==> config.mk <==
export PLATFORM = sky130hd
export DESIGN_NAME = debug_run_controller
export DESIGN_NICKNAME = d
export VERILOG_FILES = /design/src/rtl/debug_run_controller_pkg.sv /design/src/rtl/debug_run_controller_bp.sv /design/src/rtl/debug_run_controller.sv
export SDC_FILE = /design/constraint.sdc
export NUM_CORES = 1
export LEC_CHECK = 0
export BUFFER_PORTS_ARGS = -buffer_cell sky130_fd_sc_hd__buf_2
export CELL_PAD_IN_SITES_DETAIL_PLACEMENT = 1
export CELL_PAD_IN_SITES_GLOBAL_PLACEMENT = 1
export CORE_MARGIN = 2
export CORE_UTILIZATION = 30
export DETAILED_ROUTE_END_ITERATION = 16
export GPL_TIMING_DRIVEN = 0
export PLACE_DENSITY = 0.95
export SLEW_MARGIN = 20
export SYNTH_ARGS = -nofsm -noshare
export SYNTH_HDL_FRONTEND = slang
export SYNTH_SLANG_ARGS = --single-unit
==> constraint.sdc <==
create_clock -name i_clock -period 4.4 [get_ports i_clock]
set_input_delay 0.44 -clock i_clock [delete_from_list [all_inputs] [get_ports i_clock]]
set_output_delay 0.44 -clock i_clock [all_outputs]
set_load 0.02 [all_outputs]
==> src/rtl/debug_run_controller_pkg.sv <==
// Shared core definitions: instruction/address types, halt cause codes and the
// EBREAK encoding used by the debug run controller (see DEBUG_BREAKPOINT_EN in the top).
package CoreDefs;

    typedef logic [31:0] InstAddr;
    typedef logic [31:0] Inst;

    typedef enum logic [2:0] {
        HALT_NONE       = 3'd0,
        HALT_REQUEST    = 3'd1,
        HALT_BREAKPOINT = 3'd2,
        HALT_EBREAK     = 3'd3,
        HALT_STEP       = 3'd4
    } HaltCause;

    localparam Inst EBREAK_INST = 32'h0010_0073;

    // Fixed precedence when several halt sources fire in the same cycle.
    function automatic HaltCause resolve_cause(input logic ebreak,
                                               input logic bp_hit,
                                               input logic halt_req);
        HaltCause c;
        c = HALT_NONE;
        if (ebreak)        c = HALT_EBREAK;
        else if (bp_hit)   c = HALT_BREAKPOINT;
        else if (halt_req) c = HALT_REQUEST;
        return c;
    endfunction

endpackage

==> src/rtl/debug_run_controller_bp.sv <==
// Breakpoint address comparator; only present when DEBUG_BREAKPOINT_EN is defined.
`ifdef DEBUG_BREAKPOINT_EN
module debug_breakpoint_unit
    import CoreDefs::*;
(
    input  logic    i_isValid,
    input  InstAddr i_pc,
    input  InstAddr i_bpAddr,
    input  logic    i_bpEnable,
    output logic    o_hit
);

    assign o_hit = i_isValid && i_bpEnable && (i_pc == i_bpAddr);

endmodule
`endif

==> src/rtl/debug_run_controller.sv <==
// Debug run/halt/step controller with retire counter. Breakpoint halts exist only
// when DEBUG_BREAKPOINT_EN is defined; otherwise the breakpoint ports are ignored.
module debug_run_controller
    import CoreDefs::*;
(
    input  logic        i_clock,
    input  logic        i_reset,
    input  logic        i_haltReq,
    input  logic        i_resumeReq,
    input  logic        i_stepReq,
    input  logic        i_isValid,
    input  InstAddr     i_pc,
    input  Inst         i_inst,
    input  logic        i_pipeEmpty,
    input  InstAddr     i_bpAddr,
    input  logic        i_bpEnable,
    output logic        o_stall,
    output logic        o_halted,
    output logic [2:0]  o_haltCause,
    output logic        o_ack,
    output logic [31:0] o_retireCount,
    output logic [1:0]  o_debugState
);

    localparam logic [1:0] ST_RUN    = 2'd0;
    localparam logic [1:0] ST_DRAIN  = 2'd1;
    localparam logic [1:0] ST_HALTED = 2'd2;
    localparam logic [1:0] ST_STEP   = 2'd3;

    logic [1:0]  state_q, state_d;
    HaltCause    cause_q, cause_d;
    logic        ack_q, ack_d;
    logic        stall_q, stall_d;
    logic        halted_q, halted_d;
    logic [31:0] count_q, count_d;

    logic        bp_hit;
    logic        is_ebreak;

`ifdef DEBUG_BREAKPOINT_EN
    debug_breakpoint_unit u_bp (
        .i_isValid  (i_isValid),
        .i_pc       (i_pc),
        .i_bpAddr   (i_bpAddr),
        .i_bpEnable (i_bpEnable),
        .o_hit      (bp_hit)
    );
`else
    logic unused_bp;
    assign unused_bp = ^{i_pc, i_bpAddr, i_bpEnable};
    assign bp_hit    = 1'b0;
`endif

    assign is_ebreak = i_isValid && (i_inst == EBREAK_INST);

    always_comb begin
        state_d = state_q;
        cause_d = cause_q;
        ack_d   = 1'b0;
        case (state_q)
            ST_RUN: begin
                // The host request is acknowledged even when a higher-priority cause wins.
                if (is_ebreak || bp_hit || i_haltReq) begin
                    state_d = ST_DRAIN;
                    cause_d = resolve_cause(is_ebreak, bp_hit, i_haltReq);
                    ack_d   = i_haltReq;
                end
            end
            ST_DRAIN: begin
                if (i_pipeEmpty) state_d = ST_HALTED;
            end
            ST_HALTED: begin
                if (i_resumeReq) begin
                    state_d = ST_RUN;
                    ack_d   = 1'b1;
                end else if (i_stepReq) begin
                    state_d = ST_STEP;
                    ack_d   = 1'b1;
                end
            end
            ST_STEP: begin
                state_d = ST_DRAIN;
                cause_d = HALT_STEP;
            end
            default: state_d = ST_RUN;
        endcase
        // Status outputs are registered from the next state so they line up with it.
        stall_d  = (state_d == ST_DRAIN) || (state_d == ST_HALTED);
        halted_d = (state_d == ST_HALTED);
        count_d  = count_q + 32'(i_isValid);
    end

    always_ff @(posedge i_clock or negedge i_reset) begin
        if (!i_reset) begin
            state_q  <= ST_RUN;
            cause_q  <= HALT_NONE;
            ack_q    <= 1'b0;
            stall_q  <= 1'b0;
            halted_q <= 1'b0;
            count_q  <= 32'd0;
        end else begin
            state_q  <= state_d;
            cause_q  <= cause_d;
            ack_q    <= ack_d;
            stall_q  <= stall_d;
            halted_q <= halted_d;
            count_q  <= count_d;
        end
    end

    assign o_stall       = stall_q;
    assign o_halted      = halted_q;
    assign o_haltCause   = cause_q;
    assign o_ack         = ack_q;
    assign o_retireCount = count_q;
    assign o_debugState  = state_q;

endmodule

==> summary.txt, run 1 <==
Run status
  • Run status: finished clean

Finish
  • Proportion of layout cells with a drive suffix above 1: 36.8%
  • Leading cell types in the layout, fill and taps excluded: sky130_fd_sc_hd__buf_2 (78), sky130_fd_sc_hd__dfrtp_1 (40), sky130_fd_sc_hd__xnor2_1 (23)
  • Total of fill cells in the finished design: 701
  • Antenna diode instance count: 0
  • Area of all placed cells without fillers: 2430 µm²
  • Nets: 357
  • Commonest non-fill, non-tap cell in the layout: sky130_fd_sc_hd__buf_2
  • Area delta synth->final: 30.0%

Timing
  • Final Slew Violations: 0
  • Final worst path period need: 1.97 ns
  • Transition time at the pin with the least slew margin: 0.924 ns
  • Clk_skew: 0.00725 ns
  • Final worst path period share: 44.7%
  • RSZ-0062 raised after global routing: false
  • Final setup violating endpoints: 0
  • Count of endpoints failing hold in the final timing report: 0
  • Final worst hold slack: 0.291 ns
  • Fmax achieved: 0.509 GHz
  • Setup_tns: 0 ns
  • Headroom to the max-slew limit: 38.4%

Die
  • Initial core utilization: 31.2%
  • Die width: 83.0 µm
  • Number of rows created at floorplan: 28
  • Number of top-level pins: 144
  • Vertical die dimension: 83.0 µm
  • Core region area: 5990 µm²
  • Die outline area: 6890 µm²

Worst setup path
  • R2r setup slk: 2.43 ns
  • Depth of the worst register-to-register path: 6
  • Critical-path cell with the highest stage delay: sky130_fd_sc_hd__nor4_4
  • Max incr delay on CP: 0.46 ns
  • CP Data Required Time: 4.57 ns
  • Biggest fanout along the worst timing path: 9
  • Startpoint of the worst register-to-register path: o_retireCount[0]$_DFF_PN0_
  • Capture point of the worst reg-to-reg path: o_retireCount[28]$_DFF_PN0_
  • Type of the worst setup path: flip-flop to flip-flop
  • CP arrival: 2.14 ns
  • Worst setup EP type: flip-flop
  • Cells along the critical path: ha_1 > ha_1 > nand3_1 > nor4_4 > nand3_1 > xnor2_1
  • Critical Path Source Type: flip-flop

Synth
  • Avg Inst Size Synth: 11.3 µm²
  • Proportion of register bits with asynchronous set or reset after synthesis: 100%
  • Synthesized netlist net count: 272
  • Prevailing post-synth register cell: sky130_fd_sc_hd__dfrtp_1
  • Register bit total from synthesis: 40
  • Total of warnings raised by yosys: 0
  • Number of cells produced by synthesis: 165
  • Netlist cell types: 30
  • Number of enable-type register cells in the synthesized netlist: 0
  • Cell area after synthesis: 1870 µm²
  • Fraction of the yosys area taken by sequential cells: 53.5%

Clocking
  • H-tree depth: 2
  • Post-CTS Hold Buffers: 0
  • Clk pin slew, worst setup/hold paths: 0.08 ns
  • Number of clock sinks seen by CTS: 40
  • Count of instances resized after the clock tree is built: 0
  • Post-CTS Setup Bufs: 0
  • Clock insertion delay at the later pin of the skew report: 0.28 ns
  • Buffer depth of the longest clock path: 2
  • TritonCTS clock tree: yes
  • Library cell used as clock root buffer: sky130_fd_sc_hd__clkbuf_8
  • CTS buffer count: 5

Global routing
  • Initial antenna violation count: 0
  • Largest net degree at the start of global routing: 41
  • Via count of the first global-routing pass: 1689
  • First-pass GRT wire length: 7730 µm
  • GR Util All Layers: 13.6%
  • Grt total ovfl: 0

Placed design
  • Placed wire-length estimate after detailed placement: 3650 µm
  • Area after detailed placement: 2360 µm²
  • Final estimated routing congestion in global placement: 0.766
  • PortBufs: 78

Pwr
  • Comb power frac: 30.3%
  • Switching share of total power: 36.6%
  • Power density over the cells: 424 nW/µm²
  • Clock network fraction of design power: 22.2%
  • Internal power: 0.653 mW
  • Switching power summed over all nets: 0.378 mW
  • Static leakage power: 1.25 nW
  • Sequential fraction of design power: 47.5%
  • IR drop worst, VDD: 0.000169 V

Routing
  • Number of DRC markers in iteration 0: 30
  • Ratio of routed vias to standard cells: 4.81
  • DR WL/cell: 14.2 µm
  • Number of routed nets with antenna violations: 0
  • Wirelength, routed: 4610 µm
  • Total via count after detailed routing: 1563
  • First-pass DRT Iterations: 4
  • Remaining design rule violation count: 0

Min path
  • Worst hold path class: input pin to asynchronous set/reset pin

Run
  • Max capacitance violation total: 0
-- registers in the layout, summed over array words and instances, names as in the netlist --
register and flops:
o_haltCause 3, o_stall 1, o_halted 1, o_retireCount 32, o_debugState 2, o_ack 1
-- per-layer routing --
metal	global-route usage, %	share of wire [%]	vias to the layer above
li1	-	-	755
met1	16.2	41	738
met2	24.9	52	66
met3	2.29	5.7	4
met4	4.02	1.1	0
met5	0	0	-
-- through the flow --
step / total power, mW / util (%) / worst slack [ns] / std cells
floorplan: 0.688 / - / 2.63 / 165
global placement: 0.800 / 39.3 / 2.28 / 318
detailed placement: 0.818 / 39.3 / 2.19 / 318
CTS: 1.05 / 40.6 / 2.37 / 325
global route: 1.11 / 40.6 / 2.24 / 325
finish: 1.03 / 40.6 / 2.43 / 325
-- synth_stat cells (3+ instances only) --
cell type	number	area share [%]
sky130_fd_sc_hd__dfrtp_1	40	53
sky130_fd_sc_hd__xnor2_1	23	11
sky130_fd_sc_hd__nand3_1	18	4.8
sky130_fd_sc_hd__nand2_1	13	2.6
sky130_fd_sc_hd__nor2_1	12	2.4
sky130_fd_sc_hd__nand4_1	7	2.3
sky130_fd_sc_hd__xor2_1	7	3.3
sky130_fd_sc_hd__inv_1	5	1.0
sky130_fd_sc_hd__and4_1	3	1.4
sky130_fd_sc_hd__ha_1	3	2.0
sky130_fd_sc_hd__nor3_1	3	0.80
sky130_fd_sc_hd__nor4_1	3	1.0
sky130_fd_sc_hd__nor4b_1	3	1.4
-- layout make-up --
| class | count | area [µm²] | share of cell area [%] |
|---|---|---|---|
| well taps | 75 | 93.8 | 3.86 |
| multi-input cells | 118 | 845 | 34.7 |
| plain buffers | 2 | 7.51 | 0.308 |
| repair buffers | 78 | 390 | 16.0 |
| inverters | 5 | 18.8 | 0.771 |
| clock buffers | 6 | 72.6 | 2.98 |
| clock inverters | 1 | 5.00 | 0.206 |
| flip-flops and latches | 40 | 1000 | 41.1 |
-- logic make-up (layout without fill, tap and decap cells) --
family                   count (synthesis)  in the layout  share of synthesized area, %
XOR/XNOR                                30             30                          14.0
buffers and inverters                    7             92                          1.40
AO/OA/AOI/OAI                           10             10                          3.68
adder cells (fa/ha/maj)                  3              3                          2.01
flip-flops                              40             40                          53.5
AND/OR/NAND/NOR                         75             75                          25.4
-- critical path, delay by kind of cell (launching register included) --
family                   cells  cell delay [ns]
adder cells (fa/ha/maj)      2             0.53
flip-flops                   1             0.35
AND/OR/NAND/NOR              3             0.81
XOR/XNOR                     1             0.17
-- power groups by stage --
stage               clock [mW]  sequential [mW]  combinational (mW)
floorplan                    0            0.569               0.120
detailed placement           0            0.498               0.320
CTS                      0.241            0.491               0.320
global placement             0            0.495               0.305
global route             0.255            0.501               0.350
finish                   0.229            0.490               0.312
-- how the worst max path moves through the flow --
stage                                          start                     endpoint  slack [ns]  depth (start not counted)
after global placement                     i_isValid  o_retireCount[22]$_DFF_PN0_        2.28                          7
after global routing      o_retireCount[0]$_DFF_PN0_  o_retireCount[28]$_DFF_PN0_        2.24                          6
after detailed placement                   i_isValid  o_retireCount[28]$_DFF_PN0_        2.19                          7
after floorplan           o_retireCount[0]$_DFF_PN0_  o_retireCount[22]$_DFF_PN0_        2.63                          6
final                     o_retireCount[0]$_DFF_PN0_  o_retireCount[28]$_DFF_PN0_        2.43                          6
after CTS                 o_retireCount[0]$_DFF_PN0_  o_retireCount[28]$_DFF_PN0_        2.37                          6
No activity file was read; power rests on OpenSTA's default activity.
==> inputs of run 2 (changes only) <==
- CORE_UTILIZATION: 30 -> 28
- PLACE_DENSITY: 0.95 -> 0.91
- clock period: 4.4 -> 2.05 ns (I/O delays scaled with it)
==> run 2 against run 1 <==
Against the previous run: the run now ends with DRC left; utilization shrank 2.0 points; flip-flop and latch count is the same; hold slack lost 0.25 ns; die area grew 6.8%; clock power grew to 2.7 times the previous value; design area grew 1.9%; wire length shrank 1.2%; critical path depth grew 1; critical endpoint is now o_retireCount[22]$_DFF_PN0_.
==> summary.txt, run 2 (same netlist as run 1, synthesis figures left out) <==
Worst setup path
  • Cell type group with the largest total delay on the critical path: simple AND/OR/NAND/NOR gates
  • Crit-path most repeated cell: sky130_fd_sc_hd__ha_1
  • Startpoint of the worst register-to-register path: o_retireCount[0]$_DFF_PN0_
  • Type of the worst setup path: flip-flop to flip-flop
  • Cells along the critical path: ha_1 > ha_1 > nand3_1 > nor4_4 > buf_4 > nand4_1 > xnor2_1
  • Max incr delay on CP: 0.35 ns (-0.11 ns)
  • Worst setup EP type: flip-flop
  • CP arrival: 2.00 ns (-0.14 ns)
  • Worst path bufs/invs: 1 (+1)
  • CP Data Required Time: 2.22 ns (-2.35 ns)
  • Critical Path Source Type: flip-flop
  • Critical Path Start: o_retireCount[0]$_DFF_PN0_
  • Critical-path cell with the highest stage delay: sky130_fd_sc_hd__dfrtp_1
  • Biggest fanout along the worst timing path: 9 (unchanged)

Clocking
  • H-tree depth: 2 (unchanged)
  • Post-CTS Hold Buffers: 0 (unchanged)
  • Number of clock sinks seen by CTS: 40 (unchanged)
  • Clk pin slew, worst setup/hold paths: 0.08 ns (about the same)
  • Clock insertion delay at the later pin of the skew report: 0.28 ns (about the same)
  • Buffer depth of the longest clock path: 2 (unchanged)
  • CTS buffer count: 5 (unchanged)
  • Library cell used as clock root buffer: sky130_fd_sc_hd__clkbuf_8
  • TritonCTS clock tree: yes

Placed design
  • PortBufs: 78 (unchanged)
  • Placed wire-length estimate after detailed placement: 3590 µm (-1.7%)
  • Final estimated routing congestion in global placement: 0.777 (+1.4%)

Finish
  • Commonest non-fill, non-tap cell in the layout: sky130_fd_sc_hd__buf_2
  • Nets: 358 (+0.28%)
  • Utilization after layout: 38.6% (-2.0 points)
  • Flip-flop count of the largest register after layout: 32 (unchanged)
  • Area delta synth->final: 32.4%
  • Antenna diode instance count: 0 (unchanged)
  • Proportion of layout cells with a drive suffix above 1: 37.7% (+0.90 points)
  • Leading cell types in the layout, fill and taps excluded: sky130_fd_sc_hd__buf_2 (78), sky130_fd_sc_hd__dfrtp_1 (40), sky130_fd_sc_hd__xnor2_1 (23)

Routing
  • Total via count after detailed routing: 1578 (+0.96%)
  • Ratio of routed vias to standard cells: 4.80 (-0.27%)
  • Number of routed nets with antenna violations: 0 (unchanged)
  • Remaining design rule violation count: 2 (+2)
  • Number of DRC markers in iteration 0: 19 (-37%)
  • Wirelength, routed: 4560 µm (-1.2%)
  • DR WL/cell: 13.9 µm (-2.4%)
  • First-pass DRT Iterations: 10 (+6)

Pwr
  • Power density over the cells: 947 nW/µm² (+120%)
  • Overall power of the completed layout: 2.35 mW (+130%)
  • Static leakage power: 1.27 nW (+1.6%)
  • IR drop worst, VDD: 0.000379 V (+120%)

Die
  • Die width: 85.8 µm (+3.3%)
  • Die outline area: 7350 µm² (+6.8%)
  • Number of top-level pins: 144 (unchanged)
  • Core region area: 6420 µm² (+7.2%)
  • Vertical die dimension: 85.8 µm (+3.3%)
  • Number of rows created at floorplan: 29 (+3.6%)
  • Initial core utilization: 29.1% (-2.1 points)

Timing
  • Final worst path period share: 88.8% (+44 points)
  • Final setup violating endpoints: 0 (unchanged)
  • Clk_skew: 0.00419 ns (-0.00305 ns)
  • Transition time at the pin with the least slew margin: 0.884 ns (-0.0403 ns)
  • Final Slew Violations: 0 (unchanged)
  • Count of endpoints failing hold in the final timing report: 0 (unchanged)
  • Final worst hold slack: 0.0390 ns (-0.252 ns)
  • Headroom to the max-slew limit: 41.1% (+2.7 points)
  • Fmax achieved: 0.549 GHz (+8.0%)
  • Setup_tns: 0 ns (unchanged)
  • RSZ-0062 raised after global routing: false
  • Final worst path period need: 1.82 ns (-0.145 ns)

Run status
  • Failing checks: DRC
  • Run status: complete, but fails checks

Global routing
  • Initial antenna violation count: 0 (unchanged)
  • GR Util All Layers: 13.3% (-0.25 points)
  • First-pass GRT wire length: 7840 µm (+1.4%)
  • Grt total ovfl: 0 (unchanged)
  • Largest net degree at the start of global routing: 41 (unchanged)
  • Via count of the first global-routing pass: 1717 (+1.7%)

Run
  • Max capacitance violation total: 0 (unchanged)

Min path
  • Worst hold path class: input pin to asynchronous set/reset pin
run 2: path summary, 6_finish.rpt:
kind / to / slack (ns) / cells past startpoint
max: o_retireCount[22]$_DFF_PN0_ / 0.23 / 7
min: o_retireCount[28]$_DFF_PN0_ / 0.04 / 1
max reg2reg: o_retireCount[22]$_DFF_PN0_ / 0.23 / 7
min reg2reg: o_retireCount[31]$_DFF_PN0_ / 0.47 / 1
max in group asynchronous: o_ack$_DFF_PN0_ / 1.46 / 1
min in group i_clock: o_retireCount[0]$_DFF_PN0_ / 0.16 / 2
run 2: layout make-up:
| class | count | area (µm²) |
|---|---|---|
| plain buffers | 2 | 7.51 |
| clock buffers | 6 | 72.6 |
| clock inverters | 2 | 35.0 |
| fillers | 751 | 3940 |
| inverters | 5 | 18.8 |
| multi-input cells | 118 | 850 |
| flip-flops and latches | 40 | 1000 |
| well taps | 77 | 96.3 |
| repair buffers | 79 | 398 |
run 2: per-stage QoR:
| stage | worst slack [ns] | instance area, µm² | std cells |
|---|---|---|---|
| 6_report | 0.229 | 2480 | 329 |
| 5_1_grt | 0.0402 | 2480 | 329 |
| 4_1_cts | 0.0554 | 2470 | 328 |
| 3_5_place_dp | 0.0829 | 2360 | 320 |
| 3_3_place_gp | 0.106 | 2360 | 320 |
| 2_1_floorplan | 0.276 | 1870 | 165 |
run 2: routing by layer:
layer	track usage [%]	vias to the layer above	share of wire [%]
li1	-	756	-
met3	4.14	5	7.5
met4	3.75	0	0.94
met5	0	-	0
met1	15.3	751	41
met2	23.9	66	51
run 2: what timing repair did:
item / in CTS / in global routing
setup endpoints to repair: 0 / 9
buffers inserted: 0 / 1
endpoints found under the hold margin: 0 / 0
resized for setup: 0 / 1
run 2: report_power, final:
group	internal, mW	switching (mW)	leakage [nW]
sequential	0.921	0.131	0.534
combinational	0.250	0.416	0.680
clock	0.361	0.267	0.0552
total	1.53	0.814	1.27
run 2: worst register-to-register path: stages, from the launching register on:
cell and delay [ns]:
sky130_fd_sc_hd__dfrtp_1 0.35, sky130_fd_sc_hd__ha_1 0.23, sky130_fd_sc_hd__ha_1 0.26, sky130_fd_sc_hd__nand3_1 0.15
sky130_fd_sc_hd__nor4_4 0.22, sky130_fd_sc_hd__buf_4 0.21, sky130_fd_sc_hd__nand4_1 0.13, sky130_fd_sc_hd__xnor2_1 0.15
==> inputs of run 3 (changes only) <==
- GPL_TIMING_DRIVEN: 0 -> 1
==> run 3 against run 2 <==
Against the previous run: the flow still finishes with violations (DRC); clock skew is 0.0046 ns higher; sequential share of layout area decreased by 1.0 points; largest power group unchanged; critical path type unchanged; worst setup slack gained 0.085 ns; total power is 5.0% higher.
==> summary.txt, run 3 (same netlist as run 1, synthesis figures left out) <==
Die
  • Number of rows created at floorplan: 29 (unchanged)
  • Number of top-level pins: 144 (unchanged)
  • Initial core utilization: 29.1% (unchanged)
  • Vertical die dimension: 85.8 µm (unchanged)
  • Core region area: 6420 µm² (unchanged)
  • Die outline area: 7350 µm² (unchanged)
  • Die width: 85.8 µm (unchanged)

Global routing
  • First-pass GRT wire length: 7620 µm (-2.7%)
  • GR Util All Layers: 13.0% (-0.32 points)
  • Initial antenna violation count: 0 (unchanged)
  • Layer with the highest usage after global routing: met2
  • Via count of the first global-routing pass: 1681 (-2.1%)
  • Fraction of met3 tracks used by global routing: 3.27% (-0.87 points)
  • Met2 demand-to-capacity share in global routing: 23.1% (-0.78 points)
  • Grt total ovfl: 0 (unchanged)
  • Met1 layer usage reported by global route: 15.7% (+0.38 points)
  • Largest net degree at the start of global routing: 22 (-46%)

Timing
  • Fmax achieved: 0.576 GHz (+4.9%)
  • Final setup violating endpoints: 0 (unchanged)
  • Final worst path period share: 84.7% (-4.2 points)
  • Clk_skew: 0.00881 ns (+0.00462 ns)
  • RSZ-0062 raised after global routing: false
  • Count of endpoints failing hold in the final timing report: 0 (unchanged)
  • Final worst path period need: 1.74 ns (-0.0851 ns)
  • Setup_tns: 0 ns (unchanged)
  • Transition time at the pin with the least slew margin: 0.480 ns (-0.404 ns)
  • Headroom to the max-slew limit: 68.0% (+27 points)
  • Final Slew Violations: 0 (unchanged)

Run status
  • Failing checks: DRC
  • Run status: complete, but fails checks

Pwr
  • Internal power: 1.66 mW (+8.1%)
  • Power density over the cells: 969 nW/µm² (+2.4%)
  • Clock network fraction of design power: 29.9% (+3.1 points)
  • Comb power frac: 26.5% (-1.9 points)
  • Switching share of total power: 32.8% (-1.9 points)
  • Sequential fraction of design power: 43.6% (-1.2 points)
  • IR drop worst, VDD: 0.000380 V (about the same)
  • Static leakage power: 1.31 nW (+3.3%)
  • Switching power summed over all nets: 0.808 mW (-0.79%)

Worst setup path
  • Type of the worst setup path: flip-flop to flip-flop
  • Capture point of the worst reg-to-reg path: o_retireCount[22]$_DFF_PN0_
  • Worst setup EP type: flip-flop
  • R2r setup slk: 0.31 ns (+0.09 ns)
  • Startpoint of the worst register-to-register path: o_retireCount[0]$_DFF_PN0_
  • CP Data Required Time: 2.22 ns (about the same)
  • Depth of the worst register-to-register path: 7 (unchanged)
  • CP arrival: 1.90 ns (-0.10 ns)
  • Biggest fanout along the worst timing path: 9 (unchanged)
  • Critical Path Source Type: flip-flop

Finish
  • Commonest non-fill, non-tap cell in the layout: sky130_fd_sc_hd__buf_2
  • Final Non-Filler Cells: 333 (+1.2%)
  • Nets: 363 (+1.4%)
  • Utilization after layout: 39.6% (+0.99 points)
  • Leading cell types in the layout, fill and taps excluded: sky130_fd_sc_hd__buf_2 (78), sky130_fd_sc_hd__dfrtp_1 (40), sky130_fd_sc_hd__xnor2_1 (23)
  • Antenna diode instance count: 0 (unchanged)
  • Flip-flop count of the largest register after layout: 32 (unchanged)
  • Proportion of layout cells with a drive suffix above 1: 39.1% (+1.4 points)
  • Total of fill cells in the finished design: 759 (+1.1%)
  • Area delta synth->final: 35.8%

Routing
  • DR WL/cell: 13.7 µm (-1.4%)
  • Ratio of routed vias to standard cells: 4.77 (-0.58%)
  • Number of routed nets with antenna violations: 0 (unchanged)
  • Wirelength, routed: 4550 µm (-0.24%)
  • Remaining design rule violation count: 2 (unchanged)
  • First-pass DRT Iterations: 10 (unchanged)
  • Total via count after detailed routing: 1588 (+0.63%)
  • Number of DRC markers in iteration 0: 30 (+11)

Clocking
  • Number of clock sinks seen by CTS: 40 (unchanged)
  • Library cell used as clock root buffer: sky130_fd_sc_hd__clkbuf_8
  • Buffer depth of the longest clock path: 2 (unchanged)
  • H-tree depth: 2 (unchanged)
  • Post-CTS Setup Bufs: 0 (unchanged)
  • CTS buffer count: 5 (unchanged)
  • Clock insertion delay at the later pin of the skew report: 0.28 ns (about the same)
  • Post-CTS Hold Buffers: 1 (+1)
  • TritonCTS clock tree: yes
  • Count of instances resized after the clock tree is built: 0 (unchanged)
  • Clk pin slew, worst setup/hold paths: 0.08 ns (about the same)

Placed design
  • Final estimated routing congestion in global placement: 0.791 (+1.8%)
  • Placed wire-length estimate after detailed placement: 3680 µm (+2.3%)
  • PortBufs: 78 (unchanged)
  • Placed cell count: 325 (+1.6%)

Min path
  • Worst hold path class: input pin to flip-flop
  • HP Start: i_isValid
  • Cell count of the worst hold path: 2
  • Hold Path Sink: o_retireCount[0]$_DFF_PN0_

Run
  • Max capacitance violation total: 0 (unchanged)
## run 3: changes by cell type in the layout (fill, tap and decap cells not counted)
cell,delta
sky130_fd_sc_hd__bufinv_16,+1
sky130_fd_sc_hd__dlygate4sd3_1,+1
sky130_fd_sc_hd__buf_4,+6
sky130_fd_sc_hd__nor3_1,+1
sky130_fd_sc_hd__clkinv_2,-1
sky130_fd_sc_hd__nor3_2,-1
sky130_fd_sc_hd__clkbuf_1,-3
## run 3: stage by stage
stage / setup slack [ns] / power [mW] / hold WS, ns / area, µm²
floorplan: 0.276 / 1.48 / -0.0906 / 1870
global placement: 0.326 / 1.73 / 0.189 / 2400
detailed placement: 0.301 / 1.76 / 0.194 / 2400
CTS: 0.282 / 2.51 / 0.167 / 2540
global route: 0.176 / 2.61 / 0.172 / 2540
finish: 0.315 / 2.46 / 0.176 / 2540
## run 3: routing by layer
layer	vias up	part of all wire, %
li1	762	-
met1	764	42
met2	60	51
met3	2	6.4
met4	0	0.55
met5	-	0
## run 3: power groups by stage
stage / Sequential (mW) / Clock [mW] / Combinational [mW]
floorplan: 1.22 / 0 / 0.257
global placement: 1.09 / 0 / 0.644
detailed placement: 1.10 / 0 / 0.661
CTS: 1.08 / 0.764 / 0.667
global route: 1.10 / 0.795 / 0.716
finish: 1.07 / 0.736 / 0.653
## run 3: how the worst max path moves through the flow
stage                                     startpoint                     endpoint  slack [ns]
after detailed placement  o_retireCount[0]$_DFF_PN0_  o_retireCount[22]$_DFF_PN0_        0.30
after global placement    o_retireCount[0]$_DFF_PN0_  o_retireCount[22]$_DFF_PN0_        0.33
after floorplan           o_retireCount[0]$_DFF_PN0_  o_retireCount[22]$_DFF_PN0_        0.28
after CTS                 o_retireCount[0]$_DFF_PN0_  o_retireCount[22]$_DFF_PN0_        0.28
final                     o_retireCount[0]$_DFF_PN0_  o_retireCount[22]$_DFF_PN0_        0.31
after global routing      o_retireCount[0]$_DFF_PN0_  o_retireCount[22]$_DFF_PN0_        0.18
## run 3: final cells by class
type	count	area [µm²]	area share, %
Inverter	5	18.8	0.738
Tap cell	77	96.3	3.79
Timing Repair Buffer	86	453	17.8
Multi-Input combinational cell	118	845	33.2
Clock inverter	2	60.1	2.36
Clock buffer	5	68.8	2.71
Sequential cell	40	1000	39.4
## run 3: worst max-delay path, stage by stage, from the launching register on
cell and delay (ns):
sky130_fd_sc_hd__dfrtp_1 0.35, sky130_fd_sc_hd__ha_1 0.24, sky130_fd_sc_hd__ha_1 0.26, sky130_fd_sc_hd__nand3_1 0.14, sky130_fd_sc_hd__nor4_4 0.14, sky130_fd_sc_hd__buf_4 0.21, sky130_fd_sc_hd__nand4_1 0.12, sky130_fd_sc_hd__xnor2_1 0.15
